`config.mk`:
```
export PLATFORM = sky130hd
export DESIGN_NAME = ahb_uart_top
export DESIGN_NICKNAME = d
export VERILOG_FILES = /design/src/rtl/ahb_uart_top.sv
export SDC_FILE = /design/constraint.sdc
export NUM_CORES = 1
export LEC_CHECK = 0
export CAP_MARGIN = 40
export CORE_ASPECT_RATIO = 0.6
export CORE_MARGIN = 4
export CORE_UTILIZATION = 56
export CTS_CLUSTER_SIZE = 12
export DETAILED_ROUTE_END_ITERATION = 10
export PLACE_DENSITY = 0.79
export SYNTH_ARGS = -nofsm -noshare
export SYNTH_HDL_FRONTEND = slang
export SYNTH_SLANG_ARGS = --single-unit
export TNS_END_PERCENT = 50
```
`constraint.sdc`:
```
create_clock -name clk -period 7.7 [get_ports clk]
set_clock_uncertainty 0.2 [all_clocks]
set_input_delay 1.54 -clock clk [delete_from_list [all_inputs] [get_ports clk]]
set_output_delay 1.54 -clock clk [all_outputs]
set_load 0.01 [all_outputs]
```
`src/rtl/ahb_uart_top.sv`:
```
`timescale 1ns/1ps
// AHB-style UART slave: CTRL register (scanf flag, bit 0) and DATA register.
// Words travel as 34-bit serial frames: start bit, 32 data bits LSB first, stop bit.
module ahb_uart_top #(
   parameter int unsigned CLK_FRE        = 50,
   parameter int unsigned BAUD_RATE      = 115200,
   parameter int unsigned AHB_ADDR_WIDTH = 32,
   parameter int unsigned AHB_DATA_WIDTH = 32
) (
   input  logic                      clk,
   input  logic                      rstn,
   input  logic                      hsel,
   input  logic                      hwrite,
   input  logic [AHB_ADDR_WIDTH-1:0] haddr,
   input  logic [AHB_DATA_WIDTH-1:0] hwdata,
   output logic                      hready,
   output logic                      hresp,
   output logic [AHB_DATA_WIDTH-1:0] hrdata,
   input  logic                      rx_pin,
   output logic                      tx_pin
);
   localparam int unsigned DW    = AHB_DATA_WIDTH;
   localparam int unsigned CYCLE = CLK_FRE * 1000000 / BAUD_RATE;
   localparam int unsigned CW    = $clog2(CYCLE + 1);
   localparam int unsigned IW    = $clog2(DW + 2);
   localparam logic [CW-1:0] CNT_LAST = CW'(CYCLE - 1);
   localparam logic [CW-1:0] CNT_HALF = CW'(CYCLE / 2 - 1);

   typedef enum logic [2:0] {
      S_IDLE, S_ADDR, S_DATA, S_WAIT_TX, S_WAIT_RX, S_DONE
   } bus_state_t;
   typedef enum logic [1:0] {R_IDLE, R_START, R_DATA, R_STOP} rx_state_t;

   bus_state_t      bus_q, bus_d;
   logic            write_q, write_d;
   logic            ctrl_q, ctrl_d;
   logic            resp_q, resp_d;
   logic            scanf_q, scanf_d;
   logic [DW-1:0]   rdata_q, rdata_d;
   logic [DW-1:0]   txbuf_q, txbuf_d;

   logic            tx_load;
   logic [DW-1:0]   tx_word;
   logic            tx_busy_q, tx_busy_d;
   logic [DW+1:0]   tx_frame_q, tx_frame_d;
   logic [CW-1:0]   tx_cnt_q, tx_cnt_d;
   logic [IW-1:0]   tx_idx_q, tx_idx_d;

   rx_state_t       rx_st_q, rx_st_d;
   logic [CW-1:0]   rx_cnt_q, rx_cnt_d;
   logic [IW-1:0]   rx_idx_q, rx_idx_d;
   logic [DW-1:0]   rx_shift_q, rx_shift_d;
   logic [DW-1:0]   rx_word_q, rx_word_d;
   logic            rx_valid_q, rx_valid_d;
   logic            rx_prev_q, rx_prev_d;

   logic            unused_haddr;
   assign unused_haddr = ^haddr[AHB_ADDR_WIDTH-5:0];

   always_comb begin
      bus_d   = bus_q;
      write_d = write_q;
      ctrl_d  = ctrl_q;
      resp_d  = 1'b0;
      scanf_d = scanf_q;
      rdata_d = rdata_q;
      txbuf_d = txbuf_q;
      tx_load = 1'b0;
      tx_word = hwdata;
      case (bus_q)
         S_IDLE: begin
            if (hsel) begin
               write_d = hwrite;
               bus_d   = S_ADDR;
            end
         end
         S_ADDR: begin
            case (haddr[AHB_ADDR_WIDTH-1 -: 4])
               4'h7: begin
                  ctrl_d = 1'b1;
                  if (write_q) begin
                     bus_d = S_DATA;
                  end else begin
                     rdata_d    = '0;
                     rdata_d[0] = scanf_q;
                     bus_d      = S_DONE;
                  end
               end
               4'h3: begin
                  ctrl_d = 1'b0;
                  bus_d  = S_DATA;
               end
               default: begin
                  resp_d = 1'b1;
                  bus_d  = S_DONE;
               end
            endcase
         end
         S_DATA: begin
            if (ctrl_q) begin
               scanf_d = hwdata[0];
               bus_d   = S_DONE;
            end else if (write_q) begin
               if (!tx_busy_q) begin
                  tx_load = 1'b1;
                  bus_d   = S_DONE;
               end else begin
                  txbuf_d = hwdata;
                  bus_d   = S_WAIT_TX;
               end
            end else if (scanf_q) begin
               bus_d = S_WAIT_RX;
            end else begin
               rdata_d = rx_word_q;
               bus_d   = S_DONE;
            end
         end
         S_WAIT_TX: begin
            if (!tx_busy_q) begin
               tx_load = 1'b1;
               tx_word = txbuf_q;
               bus_d   = S_DONE;
            end
         end
         S_WAIT_RX: begin
            if (rx_valid_q) begin
               rdata_d = rx_word_q;
               bus_d   = S_DONE;
            end
         end
         default: bus_d = S_IDLE;
      endcase
   end

   // TX: frame register shifts right once per bit time; bit 0 drives the line.
   always_comb begin
      tx_busy_d  = tx_busy_q;
      tx_frame_d = tx_frame_q;
      tx_cnt_d   = tx_cnt_q;
      tx_idx_d   = tx_idx_q;
      if (tx_load) begin
         tx_busy_d  = 1'b1;
         tx_frame_d = {1'b1, tx_word, 1'b0};
         tx_cnt_d   = '0;
         tx_idx_d   = '0;
      end else if (tx_busy_q) begin
         if (tx_cnt_q == CNT_LAST) begin
            tx_cnt_d = '0;
            if (tx_idx_q == IW'(DW + 1)) begin
               tx_busy_d = 1'b0;
            end else begin
               tx_frame_d = {1'b1, tx_frame_q[DW+1:1]};
               tx_idx_d   = tx_idx_q + IW'(1);
            end
         end else begin
            tx_cnt_d = tx_cnt_q + CW'(1);
         end
      end
   end

   // RX: start bit re-checked at half a bit time, later bits sampled mid-bit.
   always_comb begin
      rx_st_d    = rx_st_q;
      rx_cnt_d   = rx_cnt_q;
      rx_idx_d   = rx_idx_q;
      rx_shift_d = rx_shift_q;
      rx_word_d  = rx_word_q;
      rx_valid_d = 1'b0;
      rx_prev_d  = rx_pin;
      if (!scanf_q) begin
         rx_st_d = R_IDLE;
      end else begin
         case (rx_st_q)
            R_IDLE: begin
               if (rx_prev_q && !rx_pin) begin
                  rx_st_d  = R_START;
                  rx_cnt_d = '0;
               end
            end
            R_START: begin
               if (rx_cnt_q == CNT_HALF) begin
                  rx_cnt_d = '0;
                  rx_idx_d = '0;
                  rx_st_d  = rx_pin ? R_IDLE : R_DATA;
               end else begin
                  rx_cnt_d = rx_cnt_q + CW'(1);
               end
            end
            R_DATA: begin
               if (rx_cnt_q == CNT_LAST) begin
                  rx_cnt_d   = '0;
                  rx_shift_d = {rx_pin, rx_shift_q[DW-1:1]};
                  if (rx_idx_q == IW'(DW - 1)) begin
                     rx_st_d = R_STOP;
                  end else begin
                     rx_idx_d = rx_idx_q + IW'(1);
                  end
               end else begin
                  rx_cnt_d = rx_cnt_q + CW'(1);
               end
            end
            R_STOP: begin
               if (rx_cnt_q == CNT_LAST) begin
                  rx_st_d = R_IDLE;
                  if (rx_pin) begin
                     rx_word_d  = rx_shift_q;
                     rx_valid_d = 1'b1;
                  end
               end else begin
                  rx_cnt_d = rx_cnt_q + CW'(1);
               end
            end
            default: rx_st_d = R_IDLE;
         endcase
      end
   end

   always_ff @(posedge clk or posedge rstn) begin
      if (rstn) begin
         bus_q   <= S_IDLE;
         write_q <= 1'b0;
         ctrl_q  <= 1'b0;
         resp_q  <= 1'b0;
         scanf_q <= 1'b0;
         rdata_q <= '0;
         txbuf_q <= '0;
      end else begin
         bus_q   <= bus_d;
         write_q <= write_d;
         ctrl_q  <= ctrl_d;
         resp_q  <= resp_d;
         scanf_q <= scanf_d;
         rdata_q <= rdata_d;
         txbuf_q <= txbuf_d;
      end
   end

   always_ff @(posedge clk or posedge rstn) begin
      if (rstn) begin
         tx_busy_q  <= 1'b0;
         tx_frame_q <= '1;
         tx_cnt_q   <= '0;
         tx_idx_q   <= '0;
      end else begin
         tx_busy_q  <= tx_busy_d;
         tx_frame_q <= tx_frame_d;
         tx_cnt_q   <= tx_cnt_d;
         tx_idx_q   <= tx_idx_d;
      end
   end

   always_ff @(posedge clk or posedge rstn) begin
      if (rstn) begin
         rx_st_q    <= R_IDLE;
         rx_cnt_q   <= '0;
         rx_idx_q   <= '0;
         rx_shift_q <= '0;
         rx_word_q  <= '0;
         rx_valid_q <= 1'b0;
         rx_prev_q  <= 1'b1;
      end else begin
         rx_st_q    <= rx_st_d;
         rx_cnt_q   <= rx_cnt_d;
         rx_idx_q   <= rx_idx_d;
         rx_shift_q <= rx_shift_d;
         rx_word_q  <= rx_word_d;
         rx_valid_q <= rx_valid_d;
         rx_prev_q  <= rx_prev_d;
      end
   end

   assign hready = !(bus_q inside {S_DATA, S_WAIT_TX, S_WAIT_RX});
   assign hresp  = resp_q;
   assign hrdata = rdata_q;
   assign tx_pin = tx_busy_q ? tx_frame_q[0] : 1'b1;

endmodule

```
==> impl_results.rst, run 1 <==
.. list-table::
   :header-rows: 1

   * - Metric
     - Value
   * - Final global-route overflow total
     - 0
   * - Total Routed Length
     - approximately 18,000 um
   * - Outcome
     - finished, final reports clean
   * - Count of fill cells added during filler insertion
     - about 1,200
   * - RePlAce Congestion
     - 0.7668
   * - Number of synthesized flops with an enable pin
     - 0
   * - Antenna Violating Nets Remaining
     - 0
   * - Sequential cell area
     - 5122 sq um
   * - Count of boundary I/O pins
     - about 100
   * - Final critical path time including I/O delays and setup
     - just under 4 ns
   * - Detailed router's first-iteration violation count
     - 409
   * - Clock slew at reported path FFs
     - ~0.06 ns
   * - Overall die area
     - between 15,000 and 20,000 sq um
   * - Share of the clock period used by the worst path
     - 50.09%
   * - Fraction of final layout cells with drive strength greater than 1
     - between 20 and 25%
   * - Synth warnings
     - 0
   * - Area occupied by multi-input gates
     - 3890 sq um
   * - Worst hold path type
     - register to register
   * - Fmax achieved
     - about 260 MHz
   * - Height of the chip
     - about 110 um
   * - Number of nets produced by synthesis
     - 879
   * - Global Route Usage Sum
     - 19.31%
   * - Leading area contributor after synthesis
     - sky130_fd_sc_hd__dfrtp_1
   * - Number of buffers on the longest clock path
     - 3
   * - Total of endpoints with negative setup slack in the final report
     - 0
   * - Standard-cell row count
     - 36
   * - CP Launch Point
     - bus_q[1]
   * - Reg2reg path depth
     - 6
   * - Instance count along the most critical hold path
     - 2
   * - Gates resized, CTS repair
     - 0
   * - Initial antenna violation count
     - 0
   * - Number of hold violations in the final report
     - 0
   * - Setup total negative slack
     - 0 ns
   * - Global-route wire length before repair
     - around 31,000 um
   * - Number of global-route vias before repair
     - ~6,200
   * - Area overhead of the layout relative to synthesis
     - 17.07%
   * - Commonest register cell after synthesis
     - sky130_fd_sc_hd__dfrtp_1
   * - IO buf count
     - 75
   * - DRC Markers
     - 0
   * - Sinks on the clock net
     - 203
   * - Post-synth top area share
     - a little under half
   * - First-pass iteration count of the detailed router
     - 4
   * - Insertion delay of the later-clocked pin in the worst-skew pair
     - about 0.50 ns
   * - Summed instance area of the synthesized netlist
     - roughly 9000 sq um
   * - Part of the Yosys area used for sequential elements
     - about 55%
   * - Critical hold path startpoint
     - hrdata[10]
   * - Data required time at the worst endpoint
     - between 5 and 6 ns
   * - Post-layout net count
     - 945
   * - Post-layout util
     - between 60% and 70%
   * - Hold-critical path endpoint
     - hrdata[10]
   * - Synthesized area divided by synthesized cell count
     - approximately 12 sq um
   * - Start-to-end type of the worst setup path
     - register to primary output
   * - Transition time of the tightest slew-check pin
     - about 0.91 ns
   * - Crit Reg-Reg Startpoint
     - bus_q[0]
   * - Top area cells in the synthesized netlist
     - sky130_fd_sc_hd__dfrtp_1 (46%), sky130_fd_sc_hd__mux2_2 (15%), sky130_fd_sc_hd__dfstp_2 (9.6%)
   * - Largest fanout on the critical path
     - 17
   * - Maximum vdd drop
     - between 100 and 150 uV
   * - Total setup buffers inserted after CTS
     - 0
   * - Setup repair after global routing missed its margin
     - false
   * - Routed vias
     - just over 6,000
   * - H-tree level count
     - 1
   * - Number of register bits inferred by synthesis
     - roughly 200
   * - Max Slew Vio Count
     - 0
   * - Avg WL per Cell
     - 16.18 um
   * - Via density per instance
     - 5.656
   * - Kind of start point of the critical path
     - register
   * - Number of clock buffers inserted by TritonCTS
     - 21
   * - Flop2flop setup slack
     - around 5 ns
   * - Leakage power
     - between 4 and 5 nW
   * - Clock tree from TritonCTS
     - yes
   * - P per Cell Area
     - between 200 and 300 nW/um^2
   * - Max-Cap Viols
     - 0
   * - Kind of capture point of the worst setup path
     - primary output
   * - Share of synthesized registers carrying an async set or reset
     - 100.0%
   * - Root Buffer
     - sky130_fd_sc_hd__clkbuf_16
   * - Initial core utilization
     - between 50% and 60%
   * - Netlist cell types
     - just over 60
   * - Core ar.
     - ~16,000 sq um
   * - Endpoint of the lowest-slack register-to-register path
     - tx_frame_q[23]
   * - Die width
     - roughly 170 um
   * - Pin count of the biggest net entering global routing
     - a little over 80
   * - Worst relative slew slack
     - 39.41%
   * - Count of mapped cells out of synthesis
     - 802
   * - Crit path DAT
     - between 2 and 2.5 ns
   * - Estimated wirelength of the detail-placed design
     - 11,610 um
   * - Hold-fix buffer count after cts
     - 0
-- cells in the final DEF (no fill, tap or decap), types with 3 or more instances in the layout --
| cell | count |
|---|---|
| sky130_fd_sc_hd__nand4bb_1 | 3 |
| sky130_fd_sc_hd__mux2_2 | 127 |
| sky130_fd_sc_hd__nand4_1 | 7 |
| sky130_fd_sc_hd__clkdlybuf4s50_1 | 75 |
| sky130_fd_sc_hd__nor2b_1 | 5 |
| sky130_fd_sc_hd__a21oi_1 | 7 |
| sky130_fd_sc_hd__nor2_1 | 27 |
| sky130_fd_sc_hd__a211oi_1 | 4 |
| sky130_fd_sc_hd__clkbuf_1 | 12 |
| sky130_fd_sc_hd__nand2b_1 | 12 |
| sky130_fd_sc_hd__nand4b_1 | 4 |
| sky130_fd_sc_hd__and3_1 | 6 |
| sky130_fd_sc_hd__dfrtp_1 | 169 |
| sky130_fd_sc_hd__nor3_1 | 9 |
| sky130_fd_sc_hd__a22oi_1 | 5 |
| sky130_fd_sc_hd__nand3_1 | 15 |
| sky130_fd_sc_hd__nor4_1 | 3 |
| sky130_fd_sc_hd__o21ai_0 | 82 |
| sky130_fd_sc_hd__clkbuf_16 | 21 |
| sky130_fd_sc_hd__inv_1 | 11 |
| sky130_fd_sc_hd__ha_1 | 8 |
| sky130_fd_sc_hd__buf_16 | 3 |
| sky130_fd_sc_hd__mux2i_1 | 37 |
| sky130_fd_sc_hd__dfstp_2 | 34 |
| sky130_fd_sc_hd__buf_4 | 9 |
| sky130_fd_sc_hd__or3_1 | 3 |
| sky130_fd_sc_hd__nand2_1 | 129 |
| sky130_fd_sc_hd__mux2_1 | 4 |
-- worst max-delay path, stage by stage, from the launching register on --
cell	delay (ns)
sky130_fd_sc_hd__dfrtp_1	0.61
sky130_fd_sc_hd__nor2b_1	0.41
sky130_fd_sc_hd__nor2_1	0.09
sky130_fd_sc_hd__clkdlybuf4s50_1	0.51
-- area by class of cell --
| cell class | instances | area share, % |
|---|---|---|
| clock buffers | 35 | 5.510 |
| well taps | 209 | 2.409 |
| repair buffers | 88 | 8.346 |
| multi-input cells | 541 | 35.84 |
| flip-flops and latches | 203 | 47.19 |
| diodes | 1 | 0.02305 |
| inverters | 13 | 0.5187 |
| clock inverters | 2 | 0.1614 |
-- worst max-delay path by stage --
| stage | slack [ns] | end |
|---|---|---|
| floorplan | 0.48 | bus_q[0] |
| global placement | 3.50 | hrdata[1] |
| detailed placement | 3.83 | hrdata[26] |
| CTS | 3.80 | hready |
| global route | 3.74 | hready |
| finish | 3.84 | hready |
-- stage by stage --
| step | cell area [sq um] | worst slack, ns | std cells | power (mW) | hold WS [ns] |
|---|---|---|---|---|---|
| 6_report | 10850 | 3.843 | 1092 | 2.980 | 0.2737 |
| 5_1_grt | 10850 | 3.737 | 1091 | 3.162 | 0.3073 |
| 4_1_cts | 10850 | 3.799 | 1091 | 3.013 | 0.2827 |
| 3_5_place_dp | 10240 | 3.826 | 1054 | 2.076 | 0.2693 |
| 3_3_place_gp | 10140 | 3.500 | 1049 | 2.022 | 0.2590 |
| 2_1_floorplan | 9271 | 0.4772 | 802 | 1.864 | 0.2580 |
-- power breakdown --
part,internal (mW),switching (mW)
logic,0.295,0.363
clock network,0.530,0.396
registers,1.26,0.138
-- cells by family after synthesis --
logic type / after synthesis / share of synthesized area (%)
buf+inv: 58 / 3.117
fa+ha+maj: 8 / 1.080
xor+xnor: 4 / 0.3779
compound gates: 127 / 8.313
simple gates: 234 / 11.96
mux: 168 / 19.91
flops: 203 / 55.25
-- sequential cells by signal, indices dropped and copies added (netlist names) --
name and cells:
write_q 1, rx_st_q 2, hrdata 32, rx_word_q 32, rx_shift_q 32, hresp 1, tx_busy_q 1, rx_valid_q 1
tx_idx_q 6, rx_idx_q 6, txbuf_q 32, rx_cnt_q 9, ctrl_q 1, tx_cnt_q 9, bus_q 3, tx_frame_q 33
scanf_q 1, rx_prev_q 1
-- synth_stat cells (6+ instances only) --
library cell and n:
sky130_fd_sc_hd__mux2_2 127, sky130_fd_sc_hd__ha_1 8, sky130_fd_sc_hd__dfstp_2 34, sky130_fd_sc_hd__buf_2 12, sky130_fd_sc_hd__nand4_1 7, sky130_fd_sc_hd__o21ai_0 82, sky130_fd_sc_hd__mux2i_1 37, sky130_fd_sc_hd__clkbuf_1 24
sky130_fd_sc_hd__nand2_1 129, sky130_fd_sc_hd__nor2_1 27, sky130_fd_sc_hd__dfrtp_1 169, sky130_fd_sc_hd__and3_1 6, sky130_fd_sc_hd__nand3_1 16, sky130_fd_sc_hd__nor3_1 9, sky130_fd_sc_hd__a21oi_1 8, sky130_fd_sc_hd__nand2b_1 12
sky130_fd_sc_hd__inv_1 12, sky130_fd_sc_hd__buf_6 6
-- layer usage --
| layer | wire, um | up-vias | global-route usage (%) |
|---|---|---|---|
| met2 | 8001 | 97 | 29.67 |
| met1 | 8620 | 3085 | 28.93 |
| li1 | - | 2972 | - |
| met3 | 755 | 22 | 3.650 |
| met4 | 286 | 0 | 4.178 |
| met5 | 0 | - | 0 |
Power figures use the tool's default switching activity.
==> run 2: changes to the inputs <==
--- a/config.mk
+++ b/config.mk
@@ -8,10 +8,10 @@
 export CAP_MARGIN = 40
 export CORE_ASPECT_RATIO = 0.6
 export CORE_MARGIN = 4
-export CORE_UTILIZATION = 56
+export CORE_UTILIZATION = 51
 export CTS_CLUSTER_SIZE = 12
 export DETAILED_ROUTE_END_ITERATION = 10
-export PLACE_DENSITY = 0.79
+export PLACE_DENSITY = 0.76
 export SYNTH_ARGS = -nofsm -noshare
 export SYNTH_HDL_FRONTEND = slang
 export SYNTH_SLANG_ARGS = --single-unit
==> constraint.sdc (replaced) <==
create_clock -name clk -period 3.5 [get_ports clk]
set_clock_uncertainty 0.2 [all_clocks]
set_input_delay 0.7 -clock clk [delete_from_list [all_inputs] [get_ports clk]]
set_output_delay 0.7 -clock clk [all_outputs]
set_load 0.01 [all_outputs]
==> run 2 against run 1 <==
  * Highest routed layer unchanged
  * Sequential cell count did not move
  * Largest cell class unchanged
  * Critical path type unchanged
  * Core utilization shrank 4.9 points
  * Global-route usage fell by 1.8 points
  * Die area rose by 9.2%
==> impl_results.rst, run 2 (synthesis results as in run 1) <==
.. list-table::
   :header-rows: 1

   * - Metric
     - Value
   * - RePlAce Congestion
     - between 0.8 and 0.9
   * - Commonest cells after routing, fill and taps aside
     - sky130_fd_sc_hd__dfrtp_1 (169), sky130_fd_sc_hd__nand2_1 (129), sky130_fd_sc_hd__mux2_2 (127)
   * - Number of hold violations in the final report
     - 0
   * - Post-layout net count
     - approximately 950
   * - First-pass iteration count of the detailed router
     - 4
   * - Leakage power
     - between 4 and 5 nW
   * - Outcome
     - finished, final reports clean
   * - Overall die area
     - 20,470 sq um
   * - IO buf count
     - 75
   * - Post-layout util
     - around 62%
   * - Detailed router's first-iteration violation count
     - about 310
   * - Via density per instance
     - around 5.4
   * - Fraction of final layout cells with drive strength greater than 1
     - about a quarter
   * - Number of non-filler instances in the completed layout
     - ~1,100
   * - Initial core utilization
     - 52.98%
   * - Number of clock buffers inserted by TritonCTS
     - 21
   * - Final global-route overflow total
     - 0
   * - Count of boundary I/O pins
     - roughly 100
   * - Global Route Usage Sum
     - between 10% and 20%
   * - Gates resized, CTS repair
     - 0
   * - Final critical path time including I/O delays and setup
     - about 3 ns
   * - Global-route wire length before repair
     - around 30,000 um
   * - Total setup buffers inserted after CTS
     - 0
   * - H-tree level count
     - 1
   * - Pin count of the biggest net entering global routing
     - 94
   * - Antenna Violating Nets Remaining
     - 0
   * - Hold-fix buffer count after cts
     - 0
   * - Core ar.
     - 17,500 sq um
   * - Setup repair after global routing missed its margin
     - false
   * - Worst hold path type
     - input port to asynchronous set/reset pin
   * - Fmax achieved
     - 328.6 MHz
   * - Maximum vdd drop
     - 303.2 uV
   * - Routed vias
     - slightly above 6,000
   * - CP Launch Point
     - bus_q[1]
   * - Area overhead of the layout relative to synthesis
     - 17.15%
   * - Data required time at the worst endpoint
     - 2.60 ns
   * - Total of endpoints with negative setup slack in the final report
     - 0
   * - Most common cell after layout, fill and taps aside
     - sky130_fd_sc_hd__dfrtp_1
   * - Summed area of non-filler cells in the final layout
     - between 10,000 and 15,000 sq um
   * - Top register by number of flip-flops
     - tx_frame_q
   * - Worst relative slew slack
     - a little over a third
   * - Number of buffers on the longest clock path
     - 3
   * - Insertion delay of the later-clocked pin in the worst-skew pair
     - ~0.5 ns
   * - Transition time of the tightest slew-check pin
     - a little under 1 ns
   * - Estimated wirelength of the detail-placed design
     - ~11,000 um
   * - Endpoint of the lowest-slack register-to-register path
     - rx_word_q[29]
   * - Clock tree from TritonCTS
     - yes
   * - P per Cell Area
     - approximately 600 nW/um^2
   * - Sinks on the clock net
     - approximately 200
   * - Clock slew at reported path FFs
     - 0.07 ns
   * - Crit Reg-Reg Startpoint
     - rx_cnt_q[1]
   * - Total Routed Length
     - ~18,000 um
   * - Start-to-end type of the worst setup path
     - register to primary output
   * - Delay of the slowest cell on the worst path
     - 0.61 ns
   * - Avg WL per Cell
     - 15.84 um
   * - Share of the clock period used by the worst path
     - roughly 87%
   * - Flop2flop setup slack
     - ~0.86 ns
   * - Max Slew Vio Count
     - 0
   * - Die width
     - 182.1 um
   * - Root Buffer
     - sky130_fd_sc_hd__clkbuf_16
   * - Antenna diode count
     - 0
   * - Reg2reg path depth
     - 7
   * - Standard-cell row count
     - 37
   * - Initial antenna violation count
     - 0
   * - Height of the chip
     - about 110 um
   * - Cells along the critical path
     - nor2b_1 -> nor2_1 -> clkdlybuf4s50_1
   * - Total cell area at the placement stage
     - slightly above 10,000 sq um
   * - Critical path's slowest cell
     - sky130_fd_sc_hd__dfrtp_1
   * - Crit path DAT
     - ~2.1 ns
   * - Largest fanout on the critical path
     - 17
   * - Number of global-route vias before repair
     - 6,148
   * - Number of flip-flops in the largest register
     - 33
   * - Kind of capture point of the worst setup path
     - primary output
   * - Worst Hold Margin
     - approximately 0.28 ns
   * - DRC Markers
     - 0
   * - Max-Cap Viols
     - 0
   * - Kind of start point of the critical path
     - register
   * - Cell count after placement
     - roughly 1,100
run 2: worst max-delay path by stage:
| stage | end | slack (ns) |
|---|---|---|
| floorplan | bus_q[0] | -0.003 |
| global placement | rx_word_q[27] | 0.76 |
| detailed placement | rx_word_q[27] | 0.70 |
| CTS | hready | 0.42 |
| global route | hready | 0.30 |
| finish | hready | 0.46 |
run 2: routing by layer:
| layer | track usage, % | up-vias | share of wire [%] |
|---|---|---|---|
| li1 | - | 2966 | - |
| met1 | 26.31 | 3005 | 50 |
| met2 | 26.90 | 98 | 44 |
| met3 | 3.627 | 12 | 4.5 |
| met4 | 2.649 | 0 | 0.72 |
| met5 | 0 | - | 0 |
run 2: final cells by class:
cell class / count / area (sq um)
clock inverters: 3 / 22.52
flip-flops and latches: 203 / 5122
repair buffers: 89 / 893.4
fillers: 1405 / 6638
well taps: 234 / 292.8
inverters: 13 / 52.55
multi-input cells: 541 / 3890
clock buffers: 35 / 588.1
run 2: report_power, final:
group          switching (mW)  internal (mW)
Sequential              0.303           2.77
Clock                   0.872           1.15
Combinational           0.788          0.633
Total                    1.96           4.55
run 2: per-stage QoR:
| stage | setup slack [ns] | setup TNS, ns | total power, mW |
|---|---|---|---|
| 4_1_cts | 0.4164 | 0 | 6.577 |
| 6_report | 0.4571 | 0 | 6.511 |
| 2_1_floorplan | -0.002537 | -0.4288 | 4.101 |
| 5_1_grt | 0.2954 | 0 | 6.903 |
| 3_3_place_gp | 0.7638 | 0 | 4.470 |
| 3_5_place_dp | 0.7028 | 0 | 4.530 |
run 2: worst max-delay path, delay by kind of cell, from the launching register on:
family                 cells  cell delay (ns)
DFF                        1             0.61
and+or+nand+nor            2             0.51
buffers and inverters      1             0.51
